`config.mk`:
```
export PLATFORM = sky130hd
export DESIGN_NAME = object_raster_scheduler
export DESIGN_NICKNAME = d
export VERILOG_FILES = /design/src/rtl/raster_pkg.sv /design/src/rtl/rect_raster_counter.sv /design/src/rtl/object_raster_scheduler.sv
export SDC_FILE = /design/constraint.sdc
export NUM_CORES = 1
export LEC_CHECK = 0
export CORE_UTILIZATION = 43
export CTS_BUF_LIST = sky130_fd_sc_hd__clkbuf_2 sky130_fd_sc_hd__clkbuf_4 sky130_fd_sc_hd__clkbuf_8
export DETAILED_ROUTE_END_ITERATION = 12
export GPL_ROUTABILITY_DRIVEN = 0
export PLACE_DENSITY = 0.65
export SLEW_MARGIN = 25
export SYNTH_ARGS = -nofsm -noshare
export SYNTH_HDL_FRONTEND = slang
export SYNTH_SLANG_ARGS = --single-unit
```
`constraint.sdc`:
```
create_clock -name clk -period 7.8 [get_ports clk]
set_input_delay 1.17 -clock clk [delete_from_list [all_inputs] [get_ports clk]]
set_output_delay 1.17 -clock clk [all_outputs]
set_load 0.02 [all_outputs]
```
`src/rtl/raster_pkg.sv`:
```
// Shared definitions for the object raster scheduler: FSM state encoding and
// default geometry widths.
package raster_pkg;

   typedef enum logic [1:0] {
      IDLE = 2'd0,
      SEEK = 2'd1,
      SCAN = 2'd2,
      DONE = 2'd3
   } state_e;

   localparam int DEF_NUM_OBJ = 8;
   localparam int DEF_XW      = 8;
   localparam int DEF_YW      = 7;
   localparam int DEF_SW      = 5;
   localparam int DEF_CW      = 3;

endpackage

```
`src/rtl/rect_raster_counter.sv`:
```
// Row-major column/row walker over a w x h rectangle. 'last' flags the final
// pixel (w-1, h-1); 'clear' restarts at (0,0) and wins over 'advance'.
module rect_raster_counter
   import raster_pkg::*;
#(
   parameter int SW = DEF_SW
) (
   input  logic          clk,
   input  logic          reset,
   input  logic [SW-1:0] w,
   input  logic [SW-1:0] h,
   input  logic          advance,
   input  logic          clear,
   output logic [SW-1:0] col,
   output logic [SW-1:0] row,
   output logic          last
);

   logic [SW-1:0] col_q, col_d;
   logic [SW-1:0] row_q, row_d;
   logic          last_col;

   assign last_col = (col_q == w - SW'(1));
   assign last     = last_col && (row_q == h - SW'(1));
   assign col      = col_q;
   assign row      = row_q;

   // Next position: restart on clear, otherwise step col and wrap into the next row.
   always_comb begin
      col_d = col_q;
      row_d = row_q;
      if (clear) begin
         col_d = '0;
         row_d = '0;
      end else if (advance) begin
         if (last_col) begin
            col_d = '0;
            row_d = row_q + SW'(1);
         end else begin
            col_d = col_q + SW'(1);
         end
      end
   end

   // Position registers.
   always_ff @(posedge clk or negedge reset) begin
      if (!reset) begin
         col_q <= '0;
         row_q <= '0;
      end else begin
         col_q <= col_d;
         row_q <= row_d;
      end
   end

endmodule

```
`src/rtl/object_raster_scheduler.sv`:
```
// Walks a snapshot of up to NUM_OBJ rectangles and emits their pixels one per
// handshake in row-major order, object by object, then pulses frame_done.
// Optional macro OBJECT_RASTER_CLIP_EN drops pixels beyond X_MAX/Y_MAX (one
// idle cycle each); without it coordinates wrap at the port widths.
module object_raster_scheduler
   import raster_pkg::*;
#(
   parameter int NUM_OBJ = DEF_NUM_OBJ,
   parameter int XW      = DEF_XW,
   parameter int YW      = DEF_YW,
   parameter int SW      = DEF_SW,
`ifdef OBJECT_RASTER_CLIP_EN
   parameter int CW      = DEF_CW,
   parameter int X_MAX   = 160,
   parameter int Y_MAX   = 120
`else
   parameter int CW      = DEF_CW
`endif
) (
   input  logic                  clk,
   input  logic                  reset,
   input  logic                  start,
   input  logic [NUM_OBJ*XW-1:0] obj_x,
   input  logic [NUM_OBJ*YW-1:0] obj_y,
   input  logic [NUM_OBJ*SW-1:0] obj_w,
   input  logic [NUM_OBJ*SW-1:0] obj_h,
   input  logic [NUM_OBJ*CW-1:0] obj_c,
   input  logic [NUM_OBJ-1:0]    obj_en,
   output logic [XW-1:0]         pix_x,
   output logic [YW-1:0]         pix_y,
   output logic [CW-1:0]         pix_c,
   output logic                  pix_valid,
   input  logic                  pix_ready,
   output logic                  busy,
   output logic                  frame_done
);

   localparam int IW = $clog2(NUM_OBJ + 1);
`ifdef OBJECT_RASTER_CLIP_EN
   // One spare bit keeps x+col / y+row untruncated for the clip compare.
   localparam int CXW = ((XW > SW) ? XW : SW) + 1;
   localparam int CYW = ((YW > SW) ? YW : SW) + 1;
`else
   localparam int CXW = XW;
   localparam int CYW = YW;
`endif

   state_e                  state_q, state_d;
   logic [IW-1:0]           idx_q, idx_d;
   logic [NUM_OBJ*XW-1:0]   sh_x_q, sh_x_d;
   logic [NUM_OBJ*YW-1:0]   sh_y_q, sh_y_d;
   logic [NUM_OBJ*SW-1:0]   sh_w_q, sh_w_d;
   logic [NUM_OBJ*SW-1:0]   sh_h_q, sh_h_d;
   logic [NUM_OBJ*CW-1:0]   sh_c_q, sh_c_d;
   logic [NUM_OBJ-1:0]      sh_en_q, sh_en_d;
   logic [CXW-1:0]          cur_x_q, cur_x_d;
   logic [CYW-1:0]          cur_y_q, cur_y_d;
   logic [CW-1:0]           pix_c_q, pix_c_d;
   logic                    pix_valid_q, pix_valid_d;
   logic                    busy_q, busy_d;
   logic                    done_q, done_d;

   logic [XW-1:0]           o_x;
   logic [YW-1:0]           o_y;
   logic [SW-1:0]           o_w, o_h;
   logic [CW-1:0]           o_c;
   logic                    o_en;
   logic [SW-1:0]           cnt_col, cnt_row;
   logic                    cnt_last, cnt_adv, cnt_clr, adv;

`ifdef OBJECT_RASTER_CLIP_EN
   function automatic logic visible(input logic [CXW-1:0] x, input logic [CYW-1:0] y);
      return (int'(x) < X_MAX) && (int'(y) < Y_MAX);
   endfunction
`else
   function automatic logic visible(input logic [CXW-1:0] x, input logic [CYW-1:0] y);
      return (x == x) && (y == y);
   endfunction
`endif

   assign pix_x      = cur_x_q[XW-1:0];
   assign pix_y      = cur_y_q[YW-1:0];
   assign pix_c      = pix_c_q;
   assign pix_valid  = pix_valid_q;
   assign busy       = busy_q;
   assign frame_done = done_q;

   rect_raster_counter #(.SW(SW)) u_cnt (
      .clk     (clk),
      .reset   (reset),
      .w       (o_w),
      .h       (o_h),
      .advance (cnt_adv),
      .clear   (cnt_clr),
      .col     (cnt_col),
      .row     (cnt_row),
      .last    (cnt_last)
   );

   // Pick the shadow fields of the object under idx (zero once idx == NUM_OBJ).
   always_comb begin
      o_x  = '0;
      o_y  = '0;
      o_w  = '0;
      o_h  = '0;
      o_c  = '0;
      o_en = 1'b0;
      for (int i = 0; i < NUM_OBJ; i++) begin
         if (idx_q == IW'(i)) begin
            o_x  = sh_x_q[i*XW +: XW];
            o_y  = sh_y_q[i*YW +: YW];
            o_w  = sh_w_q[i*SW +: SW];
            o_h  = sh_h_q[i*SW +: SW];
            o_c  = sh_c_q[i*CW +: CW];
            o_en = sh_en_q[i];
         end
      end
   end

   // A SCAN position retires on handshake; a clipped one retires unconditionally.
`ifdef OBJECT_RASTER_CLIP_EN
   assign adv = (pix_valid_q && pix_ready) || !pix_valid_q;
`else
   assign adv = pix_valid_q && pix_ready;
`endif

   // Frame sequencing: snapshot, seek next drawable object, scan it, finish.
   always_comb begin
      state_d     = state_q;
      idx_d       = idx_q;
      sh_x_d      = sh_x_q;
      sh_y_d      = sh_y_q;
      sh_w_d      = sh_w_q;
      sh_h_d      = sh_h_q;
      sh_c_d      = sh_c_q;
      sh_en_d     = sh_en_q;
      cur_x_d     = cur_x_q;
      cur_y_d     = cur_y_q;
      pix_c_d     = pix_c_q;
      pix_valid_d = pix_valid_q;
      cnt_adv     = 1'b0;
      cnt_clr     = 1'b0;
      case (state_q)
         IDLE: begin
            if (start) begin
               sh_x_d  = obj_x;
               sh_y_d  = obj_y;
               sh_w_d  = obj_w;
               sh_h_d  = obj_h;
               sh_c_d  = obj_c;
               sh_en_d = obj_en;
               idx_d   = '0;
               state_d = SEEK;
            end
         end
         SEEK: begin
            if (idx_q == IW'(NUM_OBJ)) begin
               state_d = DONE;
            end else if (o_en && (o_w != '0) && (o_h != '0)) begin
               state_d     = SCAN;
               cnt_clr     = 1'b1;
               cur_x_d     = CXW'(o_x);
               cur_y_d     = CYW'(o_y);
               pix_c_d     = o_c;
               pix_valid_d = visible(CXW'(o_x), CYW'(o_y));
            end else begin
               // Skipping the final object goes straight to DONE.
               idx_d = idx_q + IW'(1);
               if (idx_q == IW'(NUM_OBJ - 1))
                  state_d = DONE;
            end
         end
         SCAN: begin
            if (adv) begin
               if (cnt_last) begin
                  idx_d       = idx_q + IW'(1);
                  state_d     = SEEK;
                  pix_valid_d = 1'b0;
               end else begin
                  cnt_adv = 1'b1;
                  if (cnt_col == o_w - SW'(1)) begin
                     cur_x_d = CXW'(o_x);
                     cur_y_d = CYW'(o_y) + CYW'(cnt_row) + CYW'(1);
                  end else begin
                     cur_x_d = cur_x_q + CXW'(1);
                  end
                  pix_valid_d = visible(cur_x_d, cur_y_d);
               end
            end
         end
         DONE: begin
            state_d = IDLE;
         end
         default: state_d = IDLE;
      endcase
      busy_d = (state_d != IDLE);
      done_d = (state_d == DONE);
   end

   // State, shadow and registered output flops.
   always_ff @(posedge clk or negedge reset) begin
      if (!reset) begin
         state_q     <= IDLE;
         idx_q       <= '0;
         sh_x_q      <= '0;
         sh_y_q      <= '0;
         sh_w_q      <= '0;
         sh_h_q      <= '0;
         sh_c_q      <= '0;
         sh_en_q     <= '0;
         cur_x_q     <= '0;
         cur_y_q     <= '0;
         pix_c_q     <= '0;
         pix_valid_q <= 1'b0;
         busy_q      <= 1'b0;
         done_q      <= 1'b0;
      end else begin
         state_q     <= state_d;
         idx_q       <= idx_d;
         sh_x_q      <= sh_x_d;
         sh_y_q      <= sh_y_d;
         sh_w_q      <= sh_w_d;
         sh_h_q      <= sh_h_d;
         sh_c_q      <= sh_c_d;
         sh_en_q     <= sh_en_d;
         cur_x_q     <= cur_x_d;
         cur_y_q     <= cur_y_d;
         pix_c_q     <= pix_c_d;
         pix_valid_q <= pix_valid_d;
         busy_q      <= busy_d;
         done_q      <= done_d;
      end
   end

endmodule
```
==> results of run 1 <==
critical path, delay by kind of cell (launching register included):
family	cells	cell delay [ps]
compound gates	7	1320
buf+inv	2	190
flops	1	420
mux	1	300
xor+xnor	1	80
fa+ha+maj	3	1450
simple gates	3	870
synth_stat cells, types with 5 or more instances:
cell         n
o21ai_0     32
nand2_1     48
a2bb2oi_2    5
o31a_1       6
a221oi_1    37
buf_4        5
mux2_2     232
o221ai_1     6
o2bb2ai_1    5
nor3_1      24
a211oi_1    16
o22ai_1     10
inv_1       29
buf_2       18
buf_1        5
a21oi_1     75
nor2b_1     11
ha_1        21
buf_6        7
a21o_1       8
nor2_1      66
xnor2_1      6
clkbuf_1    41
nand3b_1    17
a221o_1      9
dfrtp_1    269
nand3_1     13
a22oi_1      6
o211ai_1    10
mux2i_1     16
metal layers:
layer,global-route usage,vias up,part of all wire
met2,0.379,284,0.47
met4,0.0662,4,0.019
met5,0,-,0.00082
met3,0.0504,53,0.060
li1,-,4802,-
met1,0.320,5113,0.45
stage by stage:
step	setup WS (ps)	instances
finish	3030	1836
global route	2550	1834
CTS	2960	1832
detailed placement	3030	1743
global placement	3130	1743
floorplan	3870	1154
final timing paths:
| path | start | end | slack, ps | depth (start not counted) |
|---|---|---|---|---|
| min in group asynchronous | reset | sh_y_q[5] | 500 | 1 |
| min | pix_c[0] | pix_c[0] | 490 | 2 |
| max in group asynchronous | reset | frame_done | 6120 | 2 |
| min reg2reg | pix_c[0] | pix_c[0] | 490 | 2 |
| max reg2reg | idx_q[0] | pix_y[6] | 3030 | 17 |
| max | idx_q[0] | pix_y[6] | 3030 | 17 |
flip-flops by register name, indices dropped and copies added, names as in the netlist:
register,cells
sh_x_q,64
sh_y_q,56
sh_h_q,40
sh_w_q,40
sh_c_q,24
pix_x,8
sh_en_q,8
pix_y,7
u_cnt.col,5
u_cnt.row,5
idx_q,4
pix_c,3
state_q,2
busy,1
frame_done,1
pix_valid,1
layout by cell type, fill, tap and decap left out, types with 4 or more instances in the layout:
| cell type | count |
|---|---|
| a2111oi_0 | 4 |
| a211oi_1 | 16 |
| a21o_1 | 8 |
| a21oi_1 | 75 |
| a221o_1 | 9 |
| a221oi_1 | 37 |
| a221oi_2 | 4 |
| a22oi_1 | 6 |
| a2bb2oi_2 | 5 |
| a31oi_1 | 4 |
| a32o_1 | 4 |
| and2_1 | 4 |
| and3_1 | 4 |
| buf_4 | 13 |
| clkbuf_4 | 16 |
| clkbuf_8 | 64 |
| clkdlybuf4s50_1 | 255 |
| clkinv_2 | 4 |
| dfrtp_1 | 269 |
| ha_1 | 19 |
| inv_1 | 29 |
| mux2_2 | 232 |
| mux2i_1 | 16 |
| nand2_1 | 46 |
| nand3_1 | 13 |
| nand3b_1 | 17 |
| nand4_1 | 4 |
| nor2_1 | 65 |
| nor2b_1 | 11 |
| nor3_1 | 24 |
| o211ai_1 | 10 |
| o21ai_0 | 32 |
| o221ai_1 | 6 |
| o22ai_1 | 10 |
| o2bb2ai_1 | 5 |
| o31a_1 | 6 |
| o31ai_1 | 4 |
| xnor2_1 | 6 |
| xor2_1 | 4 |
logic make-up (layout without fill, tap and decap cells):
kind of cell | after synthesis | in the layout | share of synthesized area
AO/OA/AOI/OAI | 275 | 275 | 0.151
XOR/XNOR | 11 | 11 | 0.00765
adder cells (fa/ha/maj) | 22 | 22 | 0.0208
buffers and inverters | 108 | 391 | 0.0370
flip-flops | 269 | 269 | 0.496
multiplexers | 249 | 249 | 0.205
other | 0 | 3 | 0
AND/OR/NAND/NOR | 220 | 220 | 0.0826
report_power, final:
group,total [mW],switching (mW),internal (mW)
Sequential,1.40,0,1.40
Clock,1.46,0.608,0.848
Combinational,0.160,0.0536,0.106
final cells by class:
class                   count  area [sq um]  share of cell area
multi-input cells         777          6370               0.363
repair buffers            272          2720               0.155
inverters                  30           113             0.00642
diodes                      3          7.51            0.000428
clock buffers              80          1000              0.0571
flip-flops and latches    269          6730               0.384
clock inverters             9          92.6             0.00528
well taps                 396           495              0.0283
==> metrics.md, run 1 <==
| Metric | Value |
|---|---|
| Prevailing post-synth register cell | dfrtp_1 |
| Clock sinks | approximately 270 |
| Initial DRC count | between 600 and 700 |
| Global-route wire length before repair | 59900 um |
| Hold WS | roughly 490 ps |
| Final Hold Vio Count | 0 |
| Final Cycle Share | 0.611 |
| Least-Margin Pin Slew | ~960 ps |
| # IOs | 257 |
| Fin util | 0.569 |
| Layout net count | about 1700 |
| # DRC | 14 |
| Max cap viols | 0 |
| Setup TNS | 0 ps |
| CP max-delay cell | ha_2 |
| Hold-fix buffers, CTS | 0 |
| EDFF count, synth | 0 |
| Gr usage total | 0.235 |
| Period minus WS final | roughly 4800 ps |
| Vias per cell | 5.59 |
| Power Density | approximately 170 nW/um^2 |
| H-tree Lvls | 2 |
| CTS max path bufs | 3 |
| Vias in the first global route | 10624 |
| Pin count of the biggest net entering global routing | roughly 140 |
| Cts repair resizes | 0 |
| Most used cell, CP | o21ai_0 |
| Die H | about 180 um |
| Core area | between 30000 and 40000 sq um |
| Cells after Synth | between 1000 and 1500 |
| FFs w/ async S/R, synth | 1.00 |
| Data arrival, critical path | between 5000 and 6000 ps |
| Final setup viols | 0 |
| Port Buffers | ~260 |
| Routed via count | 10256 |
| Failing checks | design-rule violations |
| Die X | 180 um |
| GRT overflow | 0 |
| Status | finished with violations |
| Critical path, cell by cell | inv_1, ha_2, nand2_1, o211ai_1, nand3_1, o21ai_0, o21ai_0, o21ai_0, ha_1, inv_1, fa_1, a21o_1, a21oi_1, nor2b_1, o211ai_1, xnor2_1, mux2_1 |
| WP data required | ~8000 ps |
| Yosys reg bits | 269 |
| Sequential area share after synthesis | 0.496 |
| Final instance area | 17500 sq um |
| Initial antenna violation count | 5 |
| Syn Nets | about 1400 |
| Max Fanout on Critical Path | 46 |
| Critical path class | reg2reg |
| CTS tree | done |
| Synth cell types | 85 |
| CP Capture Type | flip-flop |
| CTS Buf Count | between 40 and 50 |
| Root buf cell | clkbuf_8 |
| P&R area growth vs syn | 29.2% |
| Peak Freq | 0.210 GHz |
| Max-slew headroom | 0.355 |
| Row count | 64 |
| Post-CTS Setup Repair Bufs | 0 |
| Starting Density | 0.440 |
| Post-Place Cell Area | 16400 sq um |
| Drt first pass iters | 10 |
| Routed len/inst | a little over 20 um |
| Syn. warnings | 0 |
| Mean Syn Cell Area | ~12 sq um |
| Unrepaired setup endpoints after global routing | false |
| Worst VDD drop | ~0.099 mV |
| Final Skew | slightly above 50 ps |
| Layout cell share with drive strength beyond 1 | 0.263 |
| Max-slew violation count | 0 |
| Hold Crit Class | reg2reg |
| Setup crit start kind | flip-flop |
| Clk Latency, worst-skew pair | around 600 ps |
| Post-synth top area share | 0.496 |
| Synth area leader | dfrtp_1 |
| Filler Cell Count | 2603 |
| Routed WL | around 38000 um |
| Design Power | roughly 3 mW |
| DP HPWL | 26600 um |
| Detail Route Antenna Nets | 0 |
| Worst-path clk slew | 60 ps |
| Synthesized area | between 10000 and 15000 sq um |
| Top cells by area, synth | dfrtp_1 50%, mux2_2 19%, a21oi_1 2.8%, a221oi_1 2.4%, ha_1 1.9% |
| Leak | roughly 8 nW |
| Critical Path Max Stage Delay | between 800 and 900 ps |
| Die area | around 32000 sq um |
(Power assumes the default switching activity.)
==> inputs of run 2 (changes only) <==
Clock period 7.8 ns to 4.94 ns, I/O delays scaled along.
==> run 2 against run 1 <==
The flow still finishes with violations (design-rule violations). Combinational power rose by 56%. Non-clock buffer count rose by 9. Worst setup slack got worse by 2500 ps. Register-to-register slack got worse by 2500 ps. Largest power group is now registers. Via count fell by 0.26%.
==> metrics.md, run 2 (synthesis results as in run 1) <==
| Metric | Value |
|---|---|
| Unrepaired setup endpoints after global routing | false (unchanged) |
| Internal power | 3.53 mW (was 2.35 mW) |
| Initial DRC count | 632 (was 653) |
| Most frequent cells in the layout | 269 x dfrtp_1, 255 x clkdlybuf4s50_1, 232 x mux2_2, 75 x a21oi_1, 65 x nor2_1 (unchanged) |
| Final Skew | 49.6 ps (was 51.5 ps) |
| WP data required | 5410 ps (was 8240 ps) |
| Most common cell after layout, fill and taps aside | dfrtp_1 (unchanged) |
| Routed len/inst | 20.1 um (was 20.5 um) |
| Top flop regs | sh_x_q x64, sh_y_q x56 (unchanged) |
| Final Hold Vio Count | 0 (unchanged) |
| Leak | 8.22 nW (was 8.24 nW) |
| Layout net count | 1663 (was 1657) |
| Pin count of the biggest net entering global routing | 124 (was 137) |
| Worst-path clk slew | 60 ps (about the same) |
| Detail Route Antenna Nets | 0 (unchanged) |
| Post-CTS Setup Repair Bufs | 0 (unchanged) |
| Final setup viols | 0 (unchanged) |
| Critical path class | reg2reg (unchanged) |
| Initial antenna violation count | 11 (was 5) |
| Row count | 64 (unchanged) |
| CTS max path bufs | 3 (unchanged) |
| Least-Margin Pin Slew | 876 ps (was 965 ps) |
| Seq pwr share | 0.487 (was 0.464) |
| CTS tree | done (unchanged) |
| Vias in the first global route | 10523 (was 10624) |
| Status | finished with violations (unchanged) |
| Global-route wire length before repair | 58400 um (was 59900 um) |
| Setup TNS | 0 ps (unchanged) |
| Gr usage total | 0.230 (was 0.235) |
| Cts repair resizes | 0 (unchanged) |
| Post-Place Cell Area | 16500 sq um (was 16400 sq um) |
| Clock sinks | 269 (unchanged) |
| Drt first pass iters | 11 (was 10) |
| Max-slew violation count | 0 (unchanged) |
| Max cap viols | 0 (unchanged) |
| Power Density | 259 nW/um^2 (was 172 nW/um^2) |
| Hold-fix buffers, CTS | 0 (unchanged) |
| Max-slew headroom | 0.416 (was 0.355) |
| Worst VDD drop | 0.186 mV (was 0.0993 mV) |
| Root buf cell | clkbuf_8 (unchanged) |
| Max Fanout on Critical Path | 22 (was 46) |
| Setup crit start kind | flip-flop (unchanged) |
| End of the critical path | pix_x[2] (was pix_y[6]) |
| Number of flip-flops in the largest register | 64 (unchanged) |
| Filler Cell Count | 2594 (was 2603) |
| Port Buffers | 256 (unchanged) |
| Layout cell share with drive strength beyond 1 | 0.263 (about the same) |
| CP Capture Type | flip-flop (unchanged) |
| P&R area growth vs syn | 28.8% (was 29.2%) |
| CTS Buf Count | 46 (was 49) |
| Data arrival, critical path | 4900 ps (was 5210 ps) |
| Failing checks | design-rule violations (unchanged) |
| # DRC | 14 (unchanged) |
| Clk Latency, worst-skew pair | 590 ps (was 600 ps) |
| Sw Share | 0.221 (was 0.220) |
| Top reg by flops | sh_x_q (unchanged) |
| # IOs | 257 (unchanged) |
| Starting Density | 0.440 (unchanged) |
| Routed WL | 37000 um (was 37600 um) |
| Combinational Power Share | 0.055 (was 0.053) |
| Peak Freq | 0.226 GHz (was 0.210 GHz) |
| Routed via count | 10229 (was 10256) |
| Worst R2R End | pix_x[2] (was pix_y[6]) |
| Die H | 180 um (unchanged) |
| H-tree Lvls | 2 (unchanged) |
| Period minus WS final | 4430 ps (was 4770 ps) |
| GRT overflow | 0 (unchanged) |
| Hold Crit Class | in2async (was reg2reg) |
| Final Cycle Share | 0.897 (was 0.611) |
| Clk network pwr share | 0.458 (was 0.483) |
| Design Power | 4.52 mW (was 3.01 mW) |
| Vias per cell | 5.56 (was 5.59) |
| Die X | 180 um (unchanged) |
| Core area | 30800 sq um (unchanged) |
| DP HPWL | 26800 um (was 26600 um) |
| Reg2Reg Depth | 13 (was 17) |
| Final instance area | 17500 sq um (about the same) |
| Die area | 32300 sq um (unchanged) |
| R2r setup slk | 510 ps (was 3030 ps) |
| Net Switching | 999 uW (was 661 uW) |
| RR Startpoint | idx_q[3] (was idx_q[0]) |
| CP startpoint | idx_q[3] (was idx_q[0]) |
## run 2: changes by cell type in the layout (fill, tap and decap cells not counted), sizes merged
cell	previous run	this run
clkbuf	80	76
bufinv	1	0
diode	3	7
buf	17	26
clkinv	5	2
## run 2: layer usage
| metal | track usage | wire (um) | share of wire |
|---|---|---|---|
| met1 | 0.304 | 16300 | 0.44 |
| met2 | 0.366 | 17100 | 0.46 |
| met3 | 0.0636 | 2730 | 0.074 |
| met4 | 0.0717 | 794 | 0.021 |
| met5 | 0 | 68 | 0.0018 |
## run 2: layout make-up
type                    instances  area, sq um  area share
well taps                     396          495      0.0283
flip-flops and latches        269         6730       0.385
diodes                          7         17.5     0.00100
multi-input cells             777         6370       0.364
inverters                      30          113     0.00644
repair buffers                281         2810       0.161
clock buffers                  76          902      0.0516
clock inverters                 5         45.0     0.00258
## run 2: worst min-delay path by stage
stage | endpoint | slack, ps
finish | sh_y_q[5] | 70
global route | sh_y_q[5] | 100
CTS | sh_y_q[5] | 260
detailed placement | pix_c[1] | 480
global placement | pix_c[1] | 470
floorplan | busy | 450
## run 2: power groups by stage
| stage | sequential [mW] | combinational (mW) | clock (mW) |
|---|---|---|---|
| after floorplan | 2.24 | 0.00231 | 0 |
| after global placement | 2.24 | 0.251 | 0 |
| after detailed placement | 2.24 | 0.251 | 0 |
| after CTS | 2.20 | 0.252 | 2.12 |
| after global routing | 2.20 | 0.268 | 2.21 |
| final | 2.20 | 0.249 | 2.07 |
## run 2: worst max-delay path, stage by stage, from the launching register on
cell and delay (ps):
dfrtp_1 700, or3_4 620, a221oi_1 270, o22ai_1 140, o21ai_0 230, a22oi_1 230, ha_1 260, inv_1 70
o31a_1 150, and2_1 310, o21a_2 360, o31a_1 580, o31a_1 260, a2bb2oi_2 120
## run 2: through the flow
| stage | hold slack (ps) | cells | utilization | setup WS [ps] |
|---|---|---|---|---|
| after global placement | 470 | 1752 | 0.535 | 643 |
| after floorplan | 445 | 1154 | - | 1010 |
| after detailed placement | 478 | 1752 | 0.535 | 604 |
| after global routing | 96.3 | 1836 | 0.567 | 206 |
| final | 69.2 | 1841 | 0.567 | 509 |
| after CTS | 262 | 1833 | 0.566 | 508 |
==> edit 1 (flow settings as in run 2) <==
One comparison of `idx_q` changes from == to >=.
--- a/src/rtl/object_raster_scheduler.sv
+++ b/src/rtl/object_raster_scheduler.sv
@@ -168,3 +168,3 @@
                idx_d = idx_q + IW'(1);
-               if (idx_q == IW'(NUM_OBJ - 1))
+               if (idx_q >= IW'(NUM_OBJ - 1))
                   state_d = DONE;
Function: no difference found for any inputs over 4 cycles, from zero or initial values and one cycle with reset low; that may be too few to reach the edited logic, so the function may still have changed.
==> edit 1 against run 2 <==
Wire length increased by 1.9%. Sequential cell count unchanged. Area after synthesis hardly changed. Via count rose by 0.35%. Setup slack got worse by 0.10 ns. The flow still finishes with violations (DRC). First-iteration DRC count rose by 12%. Design area increased by 1.2%.
Power is not compared: it rests on default switching activity, and its combinational part moved more than twofold at a synthesized area within 25%.
==> edit 1: results (changes against run 2) <==
status finished, violations left; violated checks DRC; layout cell share with drive strength beyond 1 0.274 (+0.0116); Starting DRT DRC Count 710 (+12%); wire length of the first global-routing pass 59,800 microns (+2.4%); DP HPWL 27,900 microns (+3.9%); Worst-Margin Slew 0.886 ns (+0.00977 ns); initial antenna violation count 2 (-9); GR Layer Usage met2 0.377 (+0.0108); met3 Track Usage GR 0.0425 (-0.0211); vias post-DR 10,300 (+0.35%); Yosys cell types 86 (+1.2%); crit-path max cell delay 0.49 ns (-0.21 ns); DR DRC count 5 (-9); Nets 1,676 (+0.78%); Worst Skew 0.0465 ns (-0.00311 ns); pre-CTS setup slack 0.465 ns (-0.139 ns); reg2reg start idx_q[0]$_DFFE_PN0P_; Routed wire per std cell 20.4 microns (+1.4%); WP data arrival 4.96 ns (+0.06 ns); Reg-to-Reg End pix_y[6]$_DFFE_PN0P_; non-filler cells, final 1,851 (+0.54%); Mapped Nets 1,410 (-0.14%); placed insts 1,766 (+0.80%); Crit path max-delay family simple AND/OR/NAND/NOR gates; synth cell count leaders 269 x dfrtp_1, 235 x mux2_2, 69 x a21oi_1; Syn Area/Cell 11.8 sq um (+0.20%); sequential fraction of the synthesis area 0.496 (about the same)
[edit 1: cell types whose count changed in the layout (fill, tap and decap cells not counted), sizes merged, moves of 6 or more]
| cell | before | now |
|---|---|---|
| inv | 31 | 42 |
| a221oi | 41 | 51 |
| buf | 26 | 35 |
| o22ai | 12 | 3 |
| xor2 | 4 | 11 |
| a21oi | 76 | 70 |
| a221o | 9 | 3 |
| diode | 7 | 1 |
| mux2i | 16 | 10 |
[edit 1: logic make-up (layout without fill, tap and decap cells)]
group                      count (synthesis)  count (layout)  synth area share
adders and majority gates                 22              22            0.0208
muxes                                    245             245             0.202
other                                      0               1                 0
AOI/OAI and AO/OA                        252             252             0.135
and+or+nand+nor                          233             233            0.0940
DFF                                      269             269             0.496
buffers and inverters                    112             414            0.0378
xor gates and xnor gates                  19              19            0.0139
[edit 1: worst max path at each step]
stage,endpoint,slack (ns),depth (start not counted)
3_3_place_gp,pix_y[6]$_DFFE_PN0P_,0.65,16
4_1_cts,pix_y[6]$_DFFE_PN0P_,0.40,16
5_1_grt,pix_y[5]$_DFFE_PN0P_,0.09,16
6_report,pix_y[6]$_DFFE_PN0P_,0.41,16
3_5_place_dp,pix_y[6]$_DFFE_PN0P_,0.47,16
2_1_floorplan,pix_y[6]$_DFFE_PN0P_,0.96,23
[edit 1: area by class of cell]
type / instances / area (sq um)
flip-flops and latches: 269 / 6730
fillers: 2582 / 13100
well taps: 396 / 495
multi-input cells: 771 / 6370
repair buffers: 290 / 2850
diodes: 1 / 2.50
inverters: 40 / 150
clock inverters: 10 / 168
clock buffers: 74 / 931
[edit 1: layer usage]
metal | vias up | part of all wire
li1 | 4802 | -
met1 | 5095 | 0.46
met2 | 312 | 0.47
met3 | 54 | 0.054
met4 | 2 | 0.021
met5 | - | 0.00034
==> edit 2 (config.mk and constraints of run 2) <==
Made on the original files. `DEF_CW`: 3 -> 6.
--- a/src/rtl/raster_pkg.sv
+++ b/src/rtl/raster_pkg.sv
@@ -15,3 +15,3 @@
    localparam int DEF_SW      = 5;
-   localparam int DEF_CW      = 3;
+   localparam int DEF_CW      = 6;
 
Ports: changed (resized obj_c and pix_c); port bits go from 257 to 284. No check against the original RTL was run, so the function may have changed too.
==> edit 2 against run 2 <==
Setup slack worse by 0.19 ns. Synthesized cell count is 6.8% higher. Wire length is 12% higher. Sequential cell count is 27 higher. Design area is 9.3% higher. Area after synthesis is 8.2% higher. Count of clock-buffer cells in the layout is 3 higher. Critical path type unchanged. Largest cell class unchanged.
Power is not compared: it rests on default switching activity, and its combinational part moved more than twofold at a synthesized area within 25%.
==> edit 2: results (changes against run 2) <==
IO buf count 283 (+11%); Num CTS Buffers 50 (+8.7%); Mapped Nets 1,515 (+7.3%); Routed wire per std cell 20.7 microns (+2.8%); placed insts 1,918 (+9.5%); initial antenna violation count 4 (-7); wire length of the first global-routing pass 65,200 microns (+12%); most common flop cell mapped by yosys dfrtp_1; H-tree depth reported by CTS 2 (unchanged); Area contributors post-synth dfrtp_1 50%, mux2_2 20%, a221oi_1 3.1%, ha_1 1.8%, o21ai_0 1.7%; Leak Pwr 7.95 nW; ys async rst share 1.00 (unchanged); DP HPWL 31,000 microns (+16%); Starting DRT DRC Count 700 (+11%); WP data arrival 5.06 ns (+0.16 ns); non-filler cells, final 2,004 (+8.9%); worst-path cell with the longest stage delay o211a_1; critical path fanouts, max 17 (-23%); Worst-Margin Slew 0.938 ns (+0.0613 ns); crit-path max cell delay 0.50 ns (-0.20 ns); biggest regs sh_x_q: 64 flops, sh_y_q: 56 flops, sh_c_q: 48 flops; layout cell share with drive strength beyond 1 0.272 (+0.00951); Area after DPL 18,100 sq um (+9.6%); GRT Overall Usage 0.239 (+0.00914); Yosys cell types 84 (-1.2%); status complete, no violations; pin count of the biggest net entering global routing 132 (+6.5%); Pre-antenna DRT Iters 5 (-6); Worst Skew 0.0409 ns (-0.00868 ns); Nets 1,804 (+8.5%); pre-CTS setup slack 0.292 ns (-0.312 ns); synth cell count leaders 296 x dfrtp_1, 265 x mux2_2, 65 x nor2_1; vias post-DR 11,200 (+9.8%); Syn Inst Count 1,233 (+6.8%); vias in the first global route 11,600 (+9.8%); sequential fraction of the synthesis area 0.504 (+0.00822)
edit 2: cell count changes after synthesis, sizes merged, moves of 10 or more:
cell	before	now
a21oi	76	47
a221oi	41	53
buf	35	20
mux2	233	272
nand3b	17	7
clkbuf	43	62
o21ai	33	51
dfrtp	269	296
edit 2: path summary, 6_finish.rpt:
path | end | slack (ns) | from | cells after the start
max | pix_y[0]$_DFFE_PN0P_ | 0.32 | idx_q[0]$_DFFE_PN0P_ | 15
min | sh_h_q[11]$_DFFE_PN0P_ | 0.08 | reset | 1
max reg2reg | pix_y[0]$_DFFE_PN0P_ | 0.32 | idx_q[0]$_DFFE_PN0P_ | 15
min reg2reg | pix_c[0]$_DFFE_PN0P_ | 0.50 | pix_c[0]$_DFFE_PN0P_ | 2
max in group asynchronous | pix_y[0]$_DFFE_PN0P_ | 3.64 | reset | 2
min in group clk | pix_c[0]$_DFFE_PN0P_ | 0.50 | pix_c[0]$_DFFE_PN0P_ | 2
edit 2: timing repair:
action                     in CTS  in global routing
resized for setup               0                  1
setup buffers                   0                  0
setup endpoints to repair       0                  9
edit 2: logic make-up (layout without fill, tap and decap cells):
| kind of cell | count (synthesis) | in the layout | share of synthesized area |
|---|---|---|---|
| other | 0 | 3 | 0 |
| buffers and inverters | 111 | 431 | 0.0315 |
| AND/OR/NAND/NOR | 226 | 226 | 0.0793 |
| multiplexers | 280 | 280 | 0.216 |
| adder cells (fa/ha/maj) | 22 | 22 | 0.0193 |
| XOR/XNOR | 14 | 14 | 0.00835 |
| flip-flops | 296 | 296 | 0.504 |
| AO/OA/AOI/OAI | 284 | 284 | 0.142 |
edit 2: worst max-delay path: cells and delay by family, from the launching register on:
kind            cells  cell delay (ns)
xor+xnor            1             0.19
compound gates      3             0.86
flops               1             0.45
fa+ha+maj           2             0.61
buf+inv             2             0.35
simple gates        5             1.38
mux                 2             0.62
edit 2: area by class of cell:
type / count / area (sq um)
antenna: 3 / 7.51
clock buffer: 79 / 956
clock inverter: 4 / 67.6
fill: 2813 / 14400
inverter: 29 / 109
multi-input combinational: 826 / 6860
sequential: 296 / 7410
tap: 448 / 561
timing repair buffer: 319 / 3150
edit 2: metal layers:
metal  GRT usage  wire length, microns  up-vias
met5           0                    23        -
met1       0.334                 18900     5574
li1            -                     -     5181
met2       0.372                 19000      396
met3      0.0458                  2400       74
met4      0.0804                  1090        4
edit 2: power breakdown:
part           internal, mW  leakage [nW]  switching (mW)
clock                  1.27         0.545           0.956
combinational          2.78          3.90            2.70
sequential             3.63          3.51           0.765
